==> config.mk <==
export PLATFORM = sky130hd
export DESIGN_NAME = outlier_drain
export DESIGN_NICKNAME = d
export VERILOG_FILES = /design/src/rtl/ror_pkg.sv /design/src/rtl/drain_obuf.sv /design/src/rtl/outlier_drain.sv
export SDC_FILE = /design/constraint.sdc
export NUM_CORES = 1
export LEC_CHECK = 0
export ABC_CLOCK_PERIOD_IN_PS = 17200
export CAP_MARGIN = 5
export CORE_ASPECT_RATIO = 1.25
export CORE_MARGIN = 2
export CORE_UTILIZATION = 50
export DETAILED_ROUTE_END_ITERATION = 6
export PLACE_DENSITY = 0.73
export REMOVE_ABC_BUFFERS = 1
export SYNTH_ARGS = -nofsm -noshare
export SYNTH_HDL_FRONTEND = slang
export SYNTH_SLANG_ARGS = --single-unit
==> constraint.sdc <==
create_clock -name clock -period 17.2 [get_ports clock]
set_input_delay 3.44 -clock clock [delete_from_list [all_inputs] [get_ports clock]]
set_output_delay 3.44 -clock clock [all_outputs]
set_load 0.02 [all_outputs]
==> src/rtl/ror_pkg.sv <==
// Shared types and widths for the ROR controller, its feeder and the outlier drain.
package ror_pkg;

    localparam int unsigned N      = 16;
    localparam int unsigned ADDR_W = 16;

    typedef struct packed {
        logic [N-1:0] x;
        logic [N-1:0] y;
        logic [N-1:0] z;
    } point_t;

    typedef struct packed {
        logic [ADDR_W-1:0] index;
        point_t            pt;
        logic              last;
    } obuf_entry_t;

    typedef enum logic [1:0] {
        StIdle,
        StDrain,
        StFlush,
        StDone
    } drain_state_e;

    function automatic logic [ADDR_W-1:0] sat_inc(input logic [ADDR_W-1:0] v);
        return (&v) ? v : v + ADDR_W'(1);
    endfunction

endpackage

==> src/rtl/drain_obuf.sv <==
// Small synchronous FIFO holding {index, point, last} beats ahead of the output port.
module drain_obuf
    import ror_pkg::*;
#(
    parameter int unsigned DEPTH = 4,
    parameter int unsigned CW    = $clog2(DEPTH) + 1
) (
    input  logic          clock,
    input  logic          reset,
    input  logic          push,
    input  obuf_entry_t   push_data,
    input  logic          pop,
    output obuf_entry_t   head,
    output logic [CW-1:0] count
);

    localparam int unsigned PW = $clog2(DEPTH);
    localparam logic [CW-1:0] FULL = CW'(DEPTH);

    logic [PW-1:0] wr_ptr_q, rd_ptr_q;
    logic [CW-1:0] count_q, count_d;
    obuf_entry_t   mem_q [DEPTH];
    logic          push_ok, pop_ok;

    assign push_ok = push && (count_q != FULL);
    assign pop_ok  = pop && (count_q != '0);

    always_comb begin
        count_d = count_q;
        unique case ({push_ok, pop_ok})
            2'b10:   count_d = count_q + CW'(1);
            2'b01:   count_d = count_q - CW'(1);
            default: count_d = count_q;
        endcase
    end

    always_ff @(posedge clock) begin
        if (!reset) begin
            wr_ptr_q <= '0;
            rd_ptr_q <= '0;
            count_q  <= '0;
            for (int i = 0; i < int'(DEPTH); i++) begin
                mem_q[i] <= '0;
            end
        end else begin
            if (push_ok) begin
                mem_q[wr_ptr_q] <= push_data;
                wr_ptr_q        <= wr_ptr_q + PW'(1);
            end
            if (pop_ok) begin
                rd_ptr_q <= rd_ptr_q + PW'(1);
            end
            count_q <= count_d;
        end
    end

    assign head  = mem_q[rd_ptr_q];
    assign count = count_q;

endmodule

==> src/rtl/outlier_drain.sv <==
// Drains the controller's outlier-index FIFO, fetches each point's coordinates and
// streams {index, x, y, z, last} beats on a valid/ready port.
module outlier_drain
    import ror_pkg::*;
#(
    parameter int unsigned OBUF_DEPTH = 4
) (
    input  logic              clock,
    input  logic              reset,
    input  logic              ctrl_done,
    input  logic              fifo_empty,
    output logic              fifo_rd,
    input  logic [ADDR_W-1:0] fifo_data,
    output logic              mem_rd_en,
    output logic [ADDR_W-1:0] mem_addr,
    input  logic [N-1:0]      mem_x,
    input  logic [N-1:0]      mem_y,
    input  logic [N-1:0]      mem_z,
    output logic              out_valid,
    input  logic              out_ready,
    output logic [ADDR_W-1:0] out_index,
    output logic [N-1:0]      out_x,
    output logic [N-1:0]      out_y,
    output logic [N-1:0]      out_z,
    output logic              out_last,
    output logic              drain_done,
    output logic [ADDR_W-1:0] outlier_count
);

    localparam int unsigned CW = $clog2(OBUF_DEPTH) + 1;
    localparam logic [CW:0] CREDITS = (CW + 1)'(OBUF_DEPTH);

    drain_state_e      state_q, state_d;
    logic              s1_vld_q, s2_vld_q;
    logic [ADDR_W-1:0] s2_index_q;
    logic              s2_last_q;
    logic              last_seen_q;
    logic [ADDR_W-1:0] outlier_count_q;

    logic [CW-1:0]     obuf_count;
    logic [CW:0]       in_use;
    obuf_entry_t       push_data, head;
    logic              capture_last, beat, frame_clr;

    // Every entry either buffered or still in S1/S2 holds a buffer slot, so a read is
    // only issued when a slot is guaranteed free on arrival.
    assign in_use = {1'b0, obuf_count} + (CW + 1)'(s1_vld_q) + (CW + 1)'(s2_vld_q);
    assign capture_last = s1_vld_q && fifo_empty;
    assign fifo_rd = (state_q == StDrain) && !fifo_empty && !last_seen_q && (in_use < CREDITS);
    assign beat = out_valid && out_ready;

    always_comb begin
        state_d   = state_q;
        frame_clr = 1'b0;
        unique case (state_q)
            StIdle: begin
                if (ctrl_done) begin
                    state_d = fifo_empty ? StDone : StDrain;
                end
            end
            StDrain: begin
                if (capture_last) begin
                    state_d = StFlush;
                end
            end
            StFlush: begin
                if (!s1_vld_q && !s2_vld_q && (obuf_count == '0)) begin
                    state_d = StDone;
                end
            end
            StDone: begin
                if (!ctrl_done) begin
                    state_d   = StIdle;
                    frame_clr = 1'b1;
                end
            end
            default: state_d = StIdle;
        endcase
    end

    always_ff @(posedge clock) begin
        if (!reset) begin
            state_q         <= StIdle;
            s1_vld_q        <= 1'b0;
            s2_vld_q        <= 1'b0;
            s2_index_q      <= '0;
            s2_last_q       <= 1'b0;
            last_seen_q     <= 1'b0;
            outlier_count_q <= '0;
        end else begin
            state_q  <= state_d;
            s1_vld_q <= fifo_rd;
            s2_vld_q <= s1_vld_q;
            if (s1_vld_q) begin
                s2_index_q <= fifo_data;
                s2_last_q  <= fifo_empty;
            end
            if (frame_clr) begin
                last_seen_q <= 1'b0;
            end else if (capture_last) begin
                last_seen_q <= 1'b1;
            end
            if (frame_clr) begin
                outlier_count_q <= '0;
            end else if (beat) begin
                outlier_count_q <= sat_inc(outlier_count_q);
            end
        end
    end

    assign mem_rd_en = s1_vld_q;
    assign mem_addr  = s1_vld_q ? fifo_data : '0;

    assign push_data = '{index: s2_index_q, pt: '{x: mem_x, y: mem_y, z: mem_z}, last: s2_last_q};

    drain_obuf #(
        .DEPTH (OBUF_DEPTH)
    ) u_obuf (
        .clock     (clock),
        .reset     (reset),
        .push      (s2_vld_q),
        .push_data (push_data),
        .pop       (beat),
        .head      (head),
        .count     (obuf_count)
    );

    assign out_valid     = (obuf_count != '0);
    assign out_index     = head.index;
    assign out_x         = head.pt.x;
    assign out_y         = head.pt.y;
    assign out_z         = head.pt.z;
    assign out_last      = head.last;
    assign drain_done    = (state_q == StDone);
    assign outlier_count = outlier_count_q;

endmodule

==> run_results.csv, run 1 <==
group,metric,value,unit
power_and_ir_drop,p_leak,6.062,nW
worst_setup_path,path_class,"in -> out",
clock_network,cts_max_level,1,
clock_network,postCtsSetupRepairBufs,0,
timing,fin_crit,8.423,ns
run,cap_violations,0,
clock_network,clock_latency,0.54,ns
route,detail_route.iter0.violations,509,
yosys,synth_cells,906,
clock_network,clock-sinks,307,
global_route,track_usage,20.89,%
route,wirelength,28.89,mm
finish,drive_above_1_share,12.63,%
timing,fin_hold_ws,0.4901,ns
power_and_ir_drop,sequentialPowerShare,49.7,%
worst_hold_path,hold_path.class,"reg -> reg",
power_and_ir_drop,p_sw,0.3943,mW
worst_setup_path,cp_cell_sequence,"clkdlybuf4s50_1 -> nor4b_1 -> o21a_1 -> clkdlybuf4s50_1",
timing,fmax,0.1187,GHz
timing,period_share,48.97,%
yosys,synth-main-ff-cell,"edfxtp_1",
global_route,grt_pass1_wl,44.38,mm
power_and_ir_drop,comb_power_share,12.0,%
die,std_cell_rows,66,
timing,fin_skew,0.01475,ns
placement,placed_area,15220,sq um
power_and_ir_drop,switching_share,22.83,%
clock_network,post_cts_resized,0,
finish,synthToLayoutAreaGrowth,22.77,%
outcome,outcome,"complete, no violations",
worst_setup_path,cpMaxStageDelayCell,"clkdlybuf4s50_1",
power_and_ir_drop,power_density,106.4,nW/um^2
power_and_ir_drop,clkPwrFrac,38.3,%
route,dr_total_vias,7872,
power_and_ir_drop,power.internal,1.333,mW
clock_network,clk_pin_slew,0.06,ns
yosys,synth_area_leaders,"edfxtp_1 (59%), mux4_2 (11%), dfxtp_1 (7.1%)",
timing,tns,0,ns
timing,setup_viol_count_final,0,
timing,tightest_slew,1.072,ns
route,drc,0,
finish,diodes,0,
global_route,grt_max_degree,98,
worst_setup_path,cp_data_required_time,13.76,ns
die,die_w,149.4,microns
die,pin_count,170,
route,vias_per_cell,5.555,
clock_network,ctsHoldBuffers,0,
power_and_ir_drop,peakVddDrop,0.08031,mV
placement,port_buffers,169,
yosys,yosysWarnings,0,
route,wire_per_inst,20.39,microns
yosys,synth_seq_area_share,66.17,%
timing,slew_headroom,28.09,%
placement,gp_congestion,0.8121,
worst_setup_path,cp_data_arrival_time,4.98,ns
worst_setup_path,critPathMostFrequentCell,"clkdlybuf4s50_1",
die,core_area,26010,sq um
finish,final_util,62.40,%
yosys,ys_ff_latch,307,
worst_setup_path,crit_path_max_incr_delay,0.61,ns
placement,dp.final_hpwl,16.19,mm
timing,hold_viol,0,
timing,fin_ws,8.777,ns
yosys,async_flop_share,0,%
yosys,yosys.area.top_type_share,59.05,%
placement,dp_slack,8.795,ns
global_route,grt-ovfl-total,0,
timing,rsz0062_at_grt,"no",
finish,fin_cells,1417,
yosys,synth_top_area_cell,"edfxtp_1",
clock_network,cts_root_buf,"clkbuf_16",
yosys,synth_cell_type_count,44,
placement,dp.cells,1361,
yosys,syn_avg_cell_area,14.59,sq um
worst_setup_path,critPathMaxFanout,4,
clock_network,clockBufferDepth,3,
global_route,grt_pass1_vias,8191,
clock_network,cts_tree,"yes",
finish,layout.nets,1130,
clock_network,cts-buffers-inserted,30,
global_route,antenna_found_initial,0,
worst_setup_path,startpoint_type,"input port",
power_and_ir_drop,finalPower,1.728,mW
yosys,synth_area,13220,sq um
die,die_h,185.8,microns
route,antenna_left,0,
die,dieArea,27770,sq um
timing,slew_violations,0,
finish,fin_area,16230,sq um
yosys,synth_edf_count,260,
worst_setup_path,endpoint_kind,"output port",
die,start_util,50.83,%
route,first_pass_iters,5,
-- sequential cells by signal (all words and copies together), names as in the netlist, named ones only --
| signal | cells |
|---|---|
| last_seen_q | 1 |
| u_obuf.mem_q | 260 |
| outlier_count | 16 |
| u_obuf.count | 3 |
| u_obuf.rd_ptr_q | 2 |
| s2_vld_q | 1 |
| state_q | 2 |
| u_obuf.wr_ptr_q | 2 |
| s2_index_q | 16 |
| mem_rd_en | 1 |
| s2_last_q | 1 |
-- metal layers --
metal	part of all wire (%)	vias up	GRT usage [%]
met2	51	226	37.36
met3	6.4	37	3.431
met1	41	3943	26.84
met4	1.6	0	4.686
met5	0	-	0
li1	-	3666	-
-- power by group through the flow --
stage | registers [mW] | logic (mW) | clock network (mW)
floorplan | 0.877 | 0.112 | 0
global placement | 0.873 | 0.208 | 0
detailed placement | 0.875 | 0.209 | 0
CTS | 0.859 | 0.210 | 0.675
global route | 0.862 | 0.222 | 0.703
finish | 0.858 | 0.207 | 0.662
-- critical path, delay by kind of cell --
| family | cells | cell delay (ns) |
|---|---|---|
| and+or+nand+nor | 1 | 0.28 |
| AOI/OAI and AO/OA | 1 | 0.20 |
| buffers and inverters | 2 | 1.07 |
-- cells by family (layout without fill, tap and decap cells) --
group           count (synthesis)  in the layout  synth area share, %
simple gates                  367            367                15.90
flops                         307            307                66.17
buf+inv                        90            261                2.754
mux                            70             70                11.45
compound gates                 58             58                2.517
fa+ha+maj                       8              8               0.8138
xor+xnor                        6              6               0.3975
-- cell usage after synthesis, types with 2 or more instances --
cell type / count
a21oi_1: 35
a311oi_1: 2
and2_1: 130
and3_1: 97
buf_1: 3
buf_2: 15
clkbuf_1: 44
dfxtp_1: 47
edfxtp_1: 260
ha_1: 7
inv_1: 26
mux2i_1: 5
mux4_2: 65
nand2_1: 33
nand2b_1: 5
nand3_1: 3
nand4_1: 4
nor2_1: 63
nor2b_1: 2
nor3_1: 3
nor4_1: 2
nor4_2: 2
o21a_1: 2
o21ai_0: 10
o31ai_1: 6
or2_1: 2
or2_2: 2
or3_1: 6
or4_1: 6
xnor2_1: 2
xor2_1: 4
-- layout make-up --
class | count | area [sq um]
clock buffer | 43 | 872.1
clock inverter | 13 | 138.9
fill | 2011 | 9781
inverter | 27 | 101.3
multi-input combinational | 509 | 4179
sequential | 307 | 8756
tap | 340 | 425.4
timing repair buffer | 178 | 1759
-- worst paths after layout --
check	startpoint	end	slack (ns)	depth (start not counted)
setup / recovery	fifo_empty	fifo_rd	8.78	4
setup reg to reg	u_obuf.wr_ptr_q[0]	u_obuf.mem_q[2][60]	14.22	3
hold reg to reg	last_seen_q	last_seen_q	0.49	2
hold / removal	last_seen_q	last_seen_q	0.49	2
-- placed cells by master, fill, tap and decap left out, types with 3 or more instances in the layout --
| master | instances |
|---|---|
| nor2_1 | 62 |
| or3_1 | 6 |
| clkbuf_16 | 32 |
| edfxtp_1 | 260 |
| and2_1 | 130 |
| o31ai_1 | 6 |
| mux2i_1 | 5 |
| o21ai_0 | 6 |
| inv_1 | 26 |
| clkinv_2 | 6 |
| xor2_1 | 4 |
| clkinv_1 | 4 |
| nand3_1 | 3 |
| and3_1 | 96 |
| dfxtp_1 | 45 |
| mux4_2 | 65 |
| o21ai_4 | 3 |
| a21oi_1 | 35 |
| clkbuf_8 | 3 |
| ha_1 | 7 |
| clkdlybuf4s50_1 | 169 |
| bufinv_16 | 3 |
| nand2_1 | 33 |
| nor3_1 | 3 |
| nand2b_1 | 4 |
| nand4_1 | 4 |
| buf_4 | 9 |
| or4_1 | 6 |
| clkbuf_1 | 8 |
Note: power is estimated with default switching activity, not from simulation.
==> run 2: changes to the inputs <==
ABC_CLOCK_PERIOD_IN_PS = 8450   (was 17200)
clock period = 8.45 ns   (was 17.2 ns; I/O delays follow)
==> run 2 against run 1 <==
Effect of this change: worst hold slack better by 0.0017 ns; clock power is 96% higher; die area unchanged; power grew 100%; cell count is essentially flat; largest cell class unchanged; highest routed layer unchanged.
==> run_results.csv, run 2 (synthesis results as in run 1) <==
group,metric,value,unit
outcome,outcome,"complete, no violations",
timing,period_share,58.50,%
clock_network,cts_max_level,1,
die,std_cell_rows,66,
worst_hold_path,hold_path.class,"reg -> reg",
worst_setup_path,cp_data_arrival_time,3.25,ns
clock_network,post_cts_resized,0,
die,core_area,26010,sq um
route,dr_total_vias,7899,
worst_hold_path,worst_hold_startpoint,"last_seen_q",
power_and_ir_drop,comb_power_share,12.0,%
die,die_w,149.4,microns
die,dieArea,27770,sq um
timing,tns,0,ns
finish,largest_reg_flops,260,
clock_network,cts_root_buf,"clkbuf_16",
power_and_ir_drop,clkPwrFrac,37.6,%
timing,rsz0062_at_grt,"no",
finish,final_common_cell,"edfxtp_1",
timing,tightest_slew,1.078,ns
route,drc,0,
timing,fmax,0.2023,GHz
route,wire_per_inst,20.09,microns
global_route,antenna_found_initial,0,
finish,diodes,0,
worst_setup_path,critPathMaxFanout,37,
timing,slew_violations,0,
finish,multi_input_area,4179,sq um
worst_setup_path,cp_data_required_time,6.76,ns
finish,n_fill_cell,1982,
clock_network,clk_pin_slew,0.06,ns
clock_network,clockBufferDepth,3,
route,first_pass_iters,5,
placement,gp_congestion,0.7890,
global_route,grt_pass1_wl,43.84,mm
clock_network,clock-sinks,307,
timing,setup_viol_count_final,0,
global_route,grt-ovfl-total,0,
worst_setup_path,endpoint_kind,"output port",
clock_network,cts_tree,"yes",
global_route,grt_max_degree,114,
route,detail_route.iter0.violations,608,
timing,hold_viol,0,
placement,dp.final_hpwl,15.56,mm
worst_setup_path,r2r_slack,5.68,ns
clock_network,clock_latency,0.54,ns
power_and_ir_drop,p_sw,0.8060,mW
route,vias_per_cell,5.578,
global_route,grt_pass1_vias,8098,
die,die_h,185.8,microns
finish,synthToLayoutAreaGrowth,22.40,%
timing,slew_headroom,27.64,%
die,pin_count,170,
run,cap_violations,0,
route,wirelength,28.45,mm
timing,fin_skew,0.01103,ns
clock_network,cts-buffers-inserted,30,
power_and_ir_drop,finalPower,3.471,mW
die,start_util,50.83,%
finish,largest_register,"u_obuf.mem_q",
finish,layout_common_cells,"edfxtp_1 (260), clkdlybuf4s50_1 (169), and2_1 (130), and3_1 (96), mux4_2 (65)",
worst_hold_path,min_to,"last_seen_q",
power_and_ir_drop,p_leak,6.039,nW
global_route,track_usage,20.60,%
route,antenna_left,0,
power_and_ir_drop,sequentialPowerShare,50.4,%
worst_setup_path,r2r_cells,4,
clock_network,ctsHoldBuffers,0,
timing,fin_crit,4.943,ns
worst_setup_path,worstReg2RegStart,"u_obuf.wr_ptr_q[1]",
finish,drive_above_1_share,12.55,%
power_and_ir_drop,power.internal,2.665,mW
power_and_ir_drop,switching_share,23.22,%
finish,layout.nets,1129,
worst_setup_path,path_class,"reg -> out",
worst_setup_path,reg2reg_to,"u_obuf.mem_q[1][23]",
power_and_ir_drop,power_density,214.5,nW/um^2
worst_setup_path,startpoint_type,"register",
power_and_ir_drop,peakVddDrop,0.1662,mV
placement,port_buffers,169,
clock_network,postCtsSetupRepairBufs,0,
worst_hold_path,hold_depth,2,
finish,regArea,8756,sq um
-- run 2: cell count changes in the layout (fill, tap and decap cells not counted) --
cell       delta
buf_4         -1
bufinv_16     -1
clkbuf_16     -1
clkinv_2      +1
clkinv_4      +1
-- run 2: how the worst max path moves through the flow --
stage / startpoint / slack (ns) / cells after the start / to
global placement: fifo_empty / 3.53 / 4 / fifo_rd
finish: register / 3.51 / 3 / out_x[0]
global route: register / 3.26 / 3 / out_x[0]
detailed placement: fifo_empty / 3.55 / 4 / fifo_rd
floorplan: u_obuf.wr_ptr_q[0] / 2.49 / 2 / u_obuf.mem_q[2][0]
CTS: register / 3.39 / 3 / out_index[4]
-- run 2: metrics by stage --
stage                     setup slack (ns)  cells  hold WS (ns)  area (sq um)  util, %
after CTS                            3.385   1416        0.4865         16180    62.21
after global placement               3.532   1360        0.4600         15210    58.48
after floorplan                      2.491    843        0.4379         12960        -
final                                3.507   1416        0.4918         16180    62.21
after detailed placement             3.551   1360        0.4712         15210    58.48
after global routing                 3.264   1416        0.5113         16180    62.21
-- run 2: critical path: stages (launching register included) --
cell,delay (ns)
dfxtp_4,0.76
buf_4,0.73
mux4_2,0.63
clkdlybuf4s50_1,0.56
-- run 2: cell type report --
type	count	area share, %
clock buffers	42	5.234
clock inverters	14	0.7577
inverters	27	0.6263
multi-input cells	509	25.82
flip-flops and latches	307	54.11
well taps	340	2.629
repair buffers	177	10.82
-- run 2: per-layer routing --
metal / GRT usage (%) / wire length [microns]
met1: 26.37 / 11470
met2: 37.41 / 14790
met4: 4.419 / 411
met5: 0 / 0
met3: 2.843 / 1781
-- run 2: power by group through the flow --
stage	logic [mW]	clock network (mW)	registers, mW
floorplan	0.227	0	1.79
global placement	0.416	0	1.78
detailed placement	0.420	0	1.78
CTS	0.422	1.32	1.75
global route	0.446	1.38	1.76
finish	0.417	1.30	1.75
